`src/rtl/freq_range_monitor.sv`:
```
// Samples readout every SAMPLE_PERIOD clocks, compares it against [lo_limit, hi_limit]
// and debounces the result into a GOOD/BAD alarm. Min/max tracking: FREQ_RANGE_MONITOR_MINMAX_EN.
module freq_range_monitor #(
  parameter int unsigned WIDTH         = 32,
  parameter int unsigned SAMPLE_PERIOD = 131072,
  parameter int unsigned FAIL_COUNT    = 3,
  parameter int unsigned PASS_COUNT    = 3
) (
  input  logic             clk,
  input  logic             nrst,
  input  logic             ena,
  input  logic             clr,
  input  logic [WIDTH-1:0] readout,
  input  logic [WIDTH-1:0] lo_limit,
  input  logic [WIDTH-1:0] hi_limit,
  output logic             sample_strb,
  output logic [WIDTH-1:0] last_sample,
  output logic             in_range,
  output logic             alarm,
  output logic             alarm_sticky,
  output logic [WIDTH-1:0] min_seen,
  output logic [WIDTH-1:0] max_seen
);

  localparam int unsigned TW   = $clog2(SAMPLE_PERIOD);
  localparam int unsigned CMAX = (FAIL_COUNT > PASS_COUNT) ? FAIL_COUNT : PASS_COUNT;
  localparam int unsigned CW   = $clog2(CMAX + 1);

  localparam logic [TW-1:0] TMR_LAST  = TW'(SAMPLE_PERIOD - 1);
  localparam logic [CW-1:0] FAIL_LAST = CW'(FAIL_COUNT - 1);
  localparam logic [CW-1:0] PASS_LAST = CW'(PASS_COUNT - 1);

  typedef enum logic [1:0] {
    S_DISABLED,
    S_WARMUP,
    S_GOOD,
    S_BAD
  } state_t;

  state_t        state, state_nxt;
  logic [TW-1:0] timer, timer_nxt;
  logic [CW-1:0] fail_cnt, fail_cnt_nxt;
  logic [CW-1:0] pass_cnt, pass_cnt_nxt;
  logic          tick;
  logic          sample_ok;
  logic          enter_bad;

  // An inverted window (lo > hi) can never satisfy both bounds.
  assign sample_ok = (readout >= lo_limit) && (readout <= hi_limit);
  assign tick      = ena && (state != S_DISABLED) && (timer == TMR_LAST);
  assign alarm     = (state == S_BAD);

  always_comb begin
    state_nxt    = state;
    timer_nxt    = '0;
    fail_cnt_nxt = fail_cnt;
    pass_cnt_nxt = pass_cnt;
    enter_bad    = 1'b0;
    if (!ena) begin
      state_nxt    = S_DISABLED;
      fail_cnt_nxt = '0;
      pass_cnt_nxt = '0;
    end else begin
      // Timer holds at 0 during the DISABLED->WARMUP cycle, so the first tick
      // lands SAMPLE_PERIOD cycles after the first enabled cycle.
      if (state != S_DISABLED)
        timer_nxt = (timer == TMR_LAST) ? '0 : timer + 1'b1;
      case (state)
        S_DISABLED: state_nxt = S_WARMUP;
        S_WARMUP:   if (tick) state_nxt = S_GOOD;
        S_GOOD: begin
          if (tick) begin
            if (sample_ok) begin
              fail_cnt_nxt = '0;
            end else if (fail_cnt == FAIL_LAST) begin
              fail_cnt_nxt = '0;
              state_nxt    = S_BAD;
              enter_bad    = 1'b1;
            end else begin
              fail_cnt_nxt = fail_cnt + 1'b1;
            end
          end
        end
        S_BAD: begin
          if (tick) begin
            if (!sample_ok) begin
              pass_cnt_nxt = '0;
            end else if (pass_cnt == PASS_LAST) begin
              pass_cnt_nxt = '0;
              state_nxt    = S_GOOD;
            end else begin
              pass_cnt_nxt = pass_cnt + 1'b1;
            end
          end
        end
        default: state_nxt = S_DISABLED;
      endcase
    end
  end

  always_ff @(posedge clk or negedge nrst) begin
    if (!nrst) begin
      state    <= S_DISABLED;
      timer    <= '0;
      fail_cnt <= '0;
      pass_cnt <= '0;
    end else begin
      state    <= state_nxt;
      timer    <= timer_nxt;
      fail_cnt <= fail_cnt_nxt;
      pass_cnt <= pass_cnt_nxt;
    end
  end

  always_ff @(posedge clk or negedge nrst) begin
    if (!nrst) begin
      sample_strb  <= 1'b0;
      last_sample  <= '0;
      in_range     <= 1'b0;
      alarm_sticky <= 1'b0;
    end else begin
      sample_strb <= tick;
      if (tick) begin
        last_sample <= readout;
        in_range    <= sample_ok;
      end
      if (enter_bad)
        alarm_sticky <= 1'b1;
      else if (clr)
        alarm_sticky <= 1'b0;
    end
  end

`ifdef FREQ_RANGE_MONITOR_MINMAX_EN
  logic             judged;
  logic [WIDTH-1:0] min_base, max_base;

  assign judged = tick && ((state == S_GOOD) || (state == S_BAD));

  // A clr coincident with a judged tick clears first, then loads the sample.
  always_comb begin
    min_base = clr ? '1 : min_seen;
    max_base = clr ? '0 : max_seen;
  end

  always_ff @(posedge clk or negedge nrst) begin
    if (!nrst) begin
      min_seen <= '1;
      max_seen <= '0;
    end else if (judged) begin
      min_seen <= (readout < min_base) ? readout : min_base;
      max_seen <= (readout > max_base) ? readout : max_base;
    end else if (clr) begin
      min_seen <= '1;
      max_seen <= '0;
    end
  end
`else
  assign min_seen = '0;
  assign max_seen = '0;
`endif

endmodule

```
`config.mk`:
```
export PLATFORM = sky130hd
export DESIGN_NAME = freq_range_monitor
export DESIGN_NICKNAME = d
export VERILOG_FILES = /design/src/rtl/freq_range_monitor.sv
export SDC_FILE = /design/constraint.sdc
export NUM_CORES = 1
export LEC_CHECK = 0
export ABC_AREA = 1
export BUFFER_PORTS_ARGS = -buffer_cell sky130_fd_sc_hd__buf_4
export CORE_AREA = 2 2 100 102
export DETAILED_ROUTE_END_ITERATION = 6
export DIE_AREA = 0 0 102 104
export GPL_TIMING_DRIVEN = 0
export MAX_ROUTING_LAYER = met4
export PLACE_DENSITY = 0.81
export SYNTH_ARGS = -nofsm -noshare
export SYNTH_HDL_FRONTEND = slang
export SYNTH_SLANG_ARGS = --single-unit
```
`constraint.sdc`:
```
create_clock -name clk -period 3.1 [get_ports clk]
set_input_delay 0 -clock clk [delete_from_list [all_inputs] [get_ports clk]]
set_output_delay 0 -clock clk [all_outputs]
set_load 0.02 [all_outputs]
```
# Word-level counts from Yosys, hierarchy flattened
# Index checks and enable logic that the tools add are counted.
dict set report word_totals {
  regBits 58
  out_inout_bits 100
  wordCells 67
}
dict set report op_classes {
  n_addsub 3
  n_lt_le_gt_ge 2
  eq_ne 16
  muxes 29
  reduce_logical 9
}
# op count
set op_table {}
lappend op_table {{$mux 17} 3}
lappend op_table {{$mux 2} 18}
lappend op_table {{$ge 32x32->1} 1}
lappend op_table {{$le 32x32->1} 1}
lappend op_table {{$add 17x1->17 const B} 1}
lappend op_table {{$eq 17x17->1 const B} 1}
lappend op_table {{$ne 3x3->1 const B} 4}
lappend op_table {{$ne 3x2->1 const B} 3}
lappend op_table {{$eq 2x2->1 const B} 4}
lappend op_table {{$pmux 2 s4} 1}
lappend op_table {{$mux 1} 7}
lappend op_table {{$reduce_and 7->1} 1}
lappend op_table {{$ne 2x1->1 const B} 3}
lappend op_table {{$add 2x1->2 const B} 2}
lappend op_table {{$reduce_and 2->1} 2}
lappend op_table {{$reduce_bool 2->1} 2}
lappend op_table {{$logic_and 1x1->1} 3}
lappend op_table {{$eq 2x1->1 const B} 1}
lappend op_table {{$logic_not 2->1} 1}

# Logic depth before layout (Yosys ltp)
# Gate-level depths: netlist of run 1.
dict set report logic_depth {
  ltp_word 7
  ltp_mapped 20
}

# Least setup slack after synthesis of run 1
# No wires, ideal clock.
dict set report synth_path {
  path_type {flip-flop to flip-flop}
  startpoint {register timer[0]}
  endpoint {register last_sample[10]}
  t_arrival_ns 2.402
  slack_ns 0.581
  path_stages_with_launch 19
  n_path_buf 1
  synth_period_minus_slack_ns 2.519
  path_cell_list {dfrtp_1 -> ha_1 -> nand3_1 -> nor2_1 -> nand2_1 -> nor3_2 -> nand2_1 -> nor2_1 -> nand2_1 -> nor2_1 -> nand2_1 -> nor2_1 -> ha_1 -> clkinv_1 -> nor2_2 -> inv_2 -> clkbuf_1 -> nand2_1 -> nand2_1}
}
dict set report synth_between {
  elab_chain_len 2
}
# item line
set synth_rtl {}
lappend synth_rtl {{from (decl)} 41} ;# logic [TW-1:0] timer, timer_nxt;
lappend synth_rtl {{from (signal assigned)} 109} ;# timer <= timer_nxt;
lappend synth_rtl {{$eq 17x17->1} 50} ;# assign tick = ena && (state != S_DISABLED) && (timer == TMR_LAST);
lappend synth_rtl {{$logic_and 1x1->1} 50}
lappend synth_rtl {{to (signal assigned)} 124} ;# last_sample <= readout;
lappend synth_rtl {{to (decl)} 17} ;# output logic [WIDTH-1:0] last_sample,
# Every way passes these cells.
# A chain may end at the register's enable or synchronous reset.

# Worst setup path in the final report of run 1
dict set report layout_path {
  startpoint {register timer[0]}
  endpoint {register state[0]}
}
dict set report layout_between {
  elab_chain_len 4
  word_cells_on_any_way 6
}
# item line
set layout_rtl {}
lappend layout_rtl {{$eq 17x17->1 (*)} 50}
lappend layout_rtl {{$logic_and 1x1->1 (*)} 50}
lappend layout_rtl {{$ne 3x3->1 (no line) or $ne 3x2->1 (tied branches)} --}
lappend layout_rtl {{$reduce_and 7->1 (no line) (*)} --}
lappend layout_rtl {{to (signal assigned)} 108} ;# state <= state_nxt;
lappend layout_rtl {{to (decl)} 40} ;# state_t state, state_nxt;
# Every way passes the cells marked *; elsewhere a longest branch is shown, timed or not.

==> results by group, run 1 <==
Power and ir drop
  • Int Pwr: around 1.6 mW
  • Register share of total power: 0.350
  • Gate power share: 0.301
  • Pwr Total: between 2 and 2.5 mW
  • Worst vdd ir: ~0.00018 V
  • Power per cell area: 353.8 mW/mm^2
  • Leak: around 3.9 nW
  • Clk pwr share: 0.349
  • Switching part of the total: 0.3076
  • Switching power: around 0.73 mW

Detailed routing
  • Vias per cell: between 4 and 5
  • Routed vias: ~4.6k
  • Detailed Route WL: 12610 microns
  • Pre-antenna DRT Iters: 7
  • WL/cell: 12.60 microns
  • Initial DRC Count: approximately 130
  • Remaining antenna violation count: 0
  • # DRC: 0

Clocking
  • CTS tree: built
  • TritonCTS Sinks: 58
  • Root Buffer: clkbuf_8
  • Worst-path clk slew: roughly 0.07 ns
  • Worst skew pair latency: roughly 0.33 ns
  • Number of buffers created by CTS: 9
  • CTS Buffer Depth: 2
  • H-tree levels: 3

Synthesis
  • Primary FF master, synth: dfrtp_1
  • Async set or reset register ratio after synthesis: 1.000
  • Library cells used by synthesis: 32
  • Ranking of synthesized cells by area: dfrtp_1 32%, ha_1 18%, nand2_1 14%
  • Ys Warns: 0
  • Most numerous cell in the Yosys netlist: nand2_1
  • Syn Area/Cell: 7.481 sq um
  • Yosys top cell area share: 0.3155
  • Syn Inst Count: between 600 and 700
  • Synth area leader: dfrtp_1
  • Commonest cells in the netlist: 172 x nand2_1, 91 x inv_1, 66 x ha_1
  • Post-synth EDFFs: 0
  • Register area share after synthesis: 0.3155
  • Synth Register Bits: between 50 and 60
  • Synthesized area: roughly 0.0046 sq mm

GRT
  • Initial antenna violation count: 0
  • Vias in the first global route: between 4k and 5k
  • Gr ovfl total: 0
  • Global-route wire length before repair: 20250 microns
  • Total track usage: 0.2445
  • Largest net degree at the start of global routing: 59

Critical path
  • Worst Path Arrival: ~3.0 ns
  • Critical path launch point type: flop
  • CP Data Required Time: 3.33 ns
  • R2r setup slk: ~0.29 ns
  • Crit Path Category: flop to flop
  • R2R Path End: state[0]
  • Worst Reg-to-Reg Cells: 20
  • Worst R2R Start: timer[0]
  • Crit. End Element: flop
  • Crit path max fanout: 4

Run
  • Max_cap viols: 0

STA
  • Slew @ Worst Pin: ~0.74 ns
  • Final Hold Viols: 0
  • Final setup fails: 0
  • Rel. slew slack: 0.5063
  • Final min period: around 2.8 ns
  • Min Hold Slack: about 0.26 ns
  • Max Clk Rate: approximately 0.36 GHz
  • Final Cycle Share: 0.9062
  • Final slew viol count: 0
  • Post-Route Skew: 0.007481 ns

Cells and area
  • N_diodes: 0
  • Layout cells sized above 1: 0.2892
  • Final #Nets: 1029
  • Area Overhead vs Synth: 44.90%
  • Final non-filler cell total: approximately 1.0k

Die
  • Initial cell density of the core: 0.4818
  • Row cnt: 36
  • Die Ht: between 100 and 150 microns
  • Placeable Area: about 0.0095 sq mm
  • Die width: 102 microns
  • Num ports: 200
  • Area of the die: roughly 0.011 sq mm

Run status
  • Run status: complete, no violations

Hold path
  • Worst hold path type: input pin to asynchronous set/reset pin

Placed design
  • Dpl cells: between 900 and 1k
  • Gpl congestion: a little over 0.9
  • DP Wirelength: 9862 microns
  • Port Buffer Count: 135
## layer usage
metal | track usage | part of all wire
met5 | - | 0
met4 | 0.08286 | 0.024
met3 | 0.05914 | 0.069
met2 | 0.4211 | 0.52
met1 | 0.2741 | 0.39
## sequential cells by signal, indices dropped and copies added, names as in the netlist
name,count
timer,17
state,2
last_sample,32
alarm_sticky,1
in_range,1
fail_cnt,2
sample_strb,1
pass_cnt,2
## how the worst max path moves through the flow
stage / startpoint / end / depth (start not counted) / slack, ns
3_3_place_gp: timer[0] / last_sample[1] / 18 / 0.11
6_report: timer[0] / state[0] / 20 / 0.29
2_1_floorplan: timer[0] / last_sample[10] / 18 / 0.58
3_5_place_dp: timer[0] / last_sample[28] / 18 / -0.09
4_1_cts: timer[0] / last_sample[22] / 18 / 0.01
5_1_grt: timer[0] / state[0] / 20 / -0.08
## layout make-up
class | count | area [sq um]
Timing Repair Buffer | 175 | 1401
Sequential cell | 58 | 1451
Buffer | 70 | 515.5
Tap cell | 133 | 166.4
Fill cell | 758 | 2883
Inverter | 102 | 382.9
Clock inverter | 4 | 72.57
Clock buffer | 12 | 165.2
Multi-Input combinational cell | 447 | 2511
## power groups by stage
stage          Clock [mW]  Sequential, mW  Combinational [mW]
2_1_floorplan           0           0.862               0.390
3_3_place_gp            0           0.837               0.640
3_5_place_dp            0           0.838               0.662
4_1_cts             0.846           0.825               0.700
5_1_grt             0.877           0.831               0.793
6_report            0.822           0.827               0.710
## through the flow
step                        util  setup WS [ns]  setup TNS [ns]  cell area [sq um]
after floorplan                -         0.5805               0               4837
after global placement    0.6301         0.1051               0               6017
after detailed placement  0.6301       -0.08611          -1.737               6017
after CTS                 0.6925        0.01251               0               6613
after global routing      0.6981       -0.07966        -0.07966               6666
final                     0.6981         0.2908               0               6666
## critical path, cell delays in order (launching register included)
cell     delay, ns
dfrtp_1       0.37
ha_1          0.19
nand3_1       0.13
nor2_1        0.16
nand2_2       0.10
nor3_2        0.24
nand2_2       0.11
nor2_1        0.11
nand2_1       0.09
nor2_2        0.11
nand2_1       0.07
nor2_1        0.10
ha_2          0.21
inv_2         0.07
nor2_4        0.13
buf_4         0.13
nand4_1       0.10
nand2_1       0.11
nand3_1       0.07
nand2_1       0.06
nand2_1       0.04
## cells in the final DEF, fill, tap and decap left out, drive strengths merged, types with 2 or more instances in the layout
cell	netlist	layout
dlygate4sd3	0	35
ha	66	66
o31ai	2	2
o22ai	2	2
nor2	43	43
o21ai	21	21
conb	1	64
clkbuf	3	14
clkinv	3	3
buf	68	208
bufinv	0	2
nor4	4	4
nor3	6	6
nand4	10	10
dfrtp	58	58
o21a	4	4
inv	99	100
nand2	174	174
a21o	2	2
nand3	5	5
a21oi	40	40
## kinds of logic (layout without fill, tap and decap cells)
group,count (synthesis),after routing,synth area share
mux,1,1,0.002176
buf+inv,173,363,0.1945
compound gates,72,72,0.08376
flops,58,58,0.3155
fa+ha+maj,66,66,0.1795
simple gates,244,244,0.2238
other cells,1,64,0.0008151
## timing repair
item | in CTS | in global routing
setup buffers | 0 | 5
hold buffers | 35 | 0
pin swaps | 0 | 4
hold endpoints to repair | 93 | 0
setup endpoints to repair | 30 | 40
gates resized for setup | 3 | 13
cloned | 0 | 0
No activity file was read; power rests on OpenSTA's default activity.
==> run 2: changes to the inputs <==
--- a/config.mk
+++ b/config.mk
@@ -7,9 +7,9 @@
 export LEC_CHECK = 0
 export ABC_AREA = 1
 export BUFFER_PORTS_ARGS = -buffer_cell sky130_fd_sc_hd__buf_4
-export CORE_AREA = 2 2 100 102
+export CORE_AREA = 4 4 102 104
 export DETAILED_ROUTE_END_ITERATION = 6
-export DIE_AREA = 0 0 102 104
+export DIE_AREA = 0 0 106 108
 export GPL_TIMING_DRIVEN = 0
 export MAX_ROUTING_LAYER = met4
 export PLACE_DENSITY = 0.81
==> run 2 against run 1 <==
Net effect: fmax up 2.8%; sequential power is essentially flat; clock power is 19% lower; die area is 7.9% higher; global-route usage down 1.0 points; clock-buffer cell count decreased by 2; largest cell class unchanged; highest routed layer unchanged.
==> results by group, run 2 (same netlist as run 1, synthesis figures left out) <==
Clocking
  • Worst skew pair latency: approximately 0.33 ns
  • CTS tree: built
  • CTS Buffer Depth: 2
  • TritonCTS Sinks: 58
  • Number of buffers created by CTS: 9
  • Worst-path clk slew: around 0.07 ns
  • H-tree levels: 3
  • Root Buffer: clkbuf_8

Critical path
  • Worst Reg-to-Reg Cells: 18
  • Worst Setup SP: timer[0]
  • Crit. End Element: flop
  • Critical path endpoint: last_sample[10]
  • CP Data Required Time: 3.33 ns
  • Worst Path Arrival: ~3.0 ns
  • R2R Path End: last_sample[10]
  • Crit path max fanout: 10
  • Worst R2R Start: timer[0]
  • Critical path launch point type: flop
  • Crit Path Category: flop to flop
  • R2r setup slk: approximately 0.37 ns

Cells and area
  • Max reg flops: 32
  • Layout cells sized above 1: 0.2798
  • Seq. cell area: between 0.001 and 0.0015 sq mm
  • Top reg by flops: last_sample
  • Post-layout util: 0.6882
  • Commonest cells after routing, fill and taps aside: 201 x buf_4, 172 x nand2_1, 91 x inv_1
  • # fillers: just under 800
  • Commonest non-fill, non-tap cell in the layout: buf_4
  • N_diodes: 0
  • Multi-input logic area: approximately 0.0025 sq mm
  • Area Overhead vs Synth: 42.83%
  • Largest regs: last_sample x32, timer x17
  • Final #Nets: 1026

Placed design
  • Port Buffer Count: roughly 140
  • Gpl congestion: about 0.90
  • DP Wirelength: between 10000 and 15000 microns

Detailed routing
  • Remaining antenna violation count: 0
  • WL/cell: roughly 13 microns
  • Pre-antenna DRT Iters: 4
  • # DRC: 0
  • Routed vias: 4550
  • Detailed Route WL: between 10000 and 15000 microns
  • Vias per cell: ~4.6
  • Initial DRC Count: between 100 and 150

Power and ir drop
  • Pwr Total: ~2.2 mW
  • Power per cell area: ~330 mW/mm^2
  • Leak: ~3.9 nW
  • Worst vdd ir: ~0.00018 V

Die
  • Die Ht: roughly 110 microns
  • Row cnt: 36
  • Area of the die: 0.01145 sq mm
  • Num ports: 200
  • Die width: 106 microns
  • Placeable Area: around 0.0095 sq mm
  • Initial cell density of the core: 0.4818

STA
  • Final min period: approximately 2.7 ns
  • Post-Route Skew: between 0.004 and 0.005 ns
  • Rel. slew slack: 0.5129
  • Unrepaired setup endpoints after global routing: false
  • Min Hold Slack: roughly 0.27 ns
  • Final setup fails: 0
  • Final Hold Viols: 0
  • Final Cycle Share: 0.8815
  • Max Clk Rate: around 0.37 GHz
  • Slew @ Worst Pin: approximately 0.73 ns
  • Setup TNS: 0 ns
  • Final slew viol count: 0

GRT
  • Total track usage: 0.2345
  • Initial antenna violation count: 0
  • Global-route wire length before repair: 20840 microns
  • Vias in the first global route: 4683
  • Gr ovfl total: 0
  • Largest net degree at the start of global routing: 59

Run
  • Max_cap viols: 0

Hold path
  • Worst hold path type: input pin to asynchronous set/reset pin

Run status
  • Run status: complete, no violations
run 2: cell count changes in the layout (fill, tap and decap cells not counted), sizes merged:
| cell | delta |
|---|---|
| clkinv | +3 |
| clkbuf | -2 |
| buf | -3 |
| bufinv | -1 |
run 2: worst min path at each step:
stage | from | to | cells past startpoint
2_1_floorplan | nrst | alarm_sticky | 0
3_3_place_gp | nrst | last_sample[11] | 1
3_5_place_dp | nrst | last_sample[10] | 1
4_1_cts | nrst | last_sample[10] | 2
5_1_grt | nrst | last_sample[10] | 2
6_report | nrst | last_sample[12] | 2
run 2: layout make-up:
class / instances / share of cell area
plain buffers: 70 / 0.07768
multi-input cells: 447 / 0.3799
clock inverters: 6 / 0.008759
clock buffers: 10 / 0.01942
repair buffers: 172 / 0.2098
inverters: 102 / 0.05826
well taps: 133 / 0.02532
flip-flops and latches: 58 / 0.2209
run 2: repair_timing:
item                                    4_1_cts  5_1_grt
gates resized for setup                       1        8
hold endpoints to repair                     93        0
pin swaps                                     0        1
hold buffers                                 35        0
setup buffers                                 0        2
endpoints found under the setup margin       11       32
run 2: stage by stage:
| stage | std cells | instance area [sq um] | setup WS (ns) |
|---|---|---|---|
| final | 998 | 6571 | 0.3673 |
| after CTS | 997 | 6558 | 0.06722 |
| after global routing | 998 | 6571 | 0.06711 |
| after floorplan | 678 | 4837 | 0.5805 |
| after detailed placement | 946 | 6017 | 0.001711 |
| after global placement | 946 | 6017 | 0.08528 |
run 2: worst max-delay path, cell delays in order, from the launching register on:
cell and delay [ns]:
dfrtp_1 0.37, ha_1 0.19, nand3_1 0.12, nor2_1 0.11, nand2_1 0.12, nor3_2 0.17, nand2_1 0.13, nor2_1 0.10
nand2_1 0.07, nor2_1 0.14, nand2_1 0.08, nor2_1 0.10, ha_1 0.24, inv_2 0.09, nor2_4 0.13, inv_2 0.11
clkbuf_2 0.22, nand2_1 0.10, nand2_1 0.05
run 2: per-layer routing:
metal | GRT usage | share of wire | wire (microns) | up-vias
met2 | 0.4171 | 0.51 | 6479 | 175
met4 | 0.1055 | 0.034 | 437 | 0
met5 | - | 0 | 0 | -
met1 | 0.2490 | 0.39 | 4967 | 2039
li1 | - | - | - | 2299
met3 | 0.05552 | 0.072 | 923 | 37
run 2: power by group:
part	switching, mW	internal (mW)
Sequential	0.0294	0.796
Combinational	0.389	0.319
Clock	0.299	0.365
Total	0.718	1.48
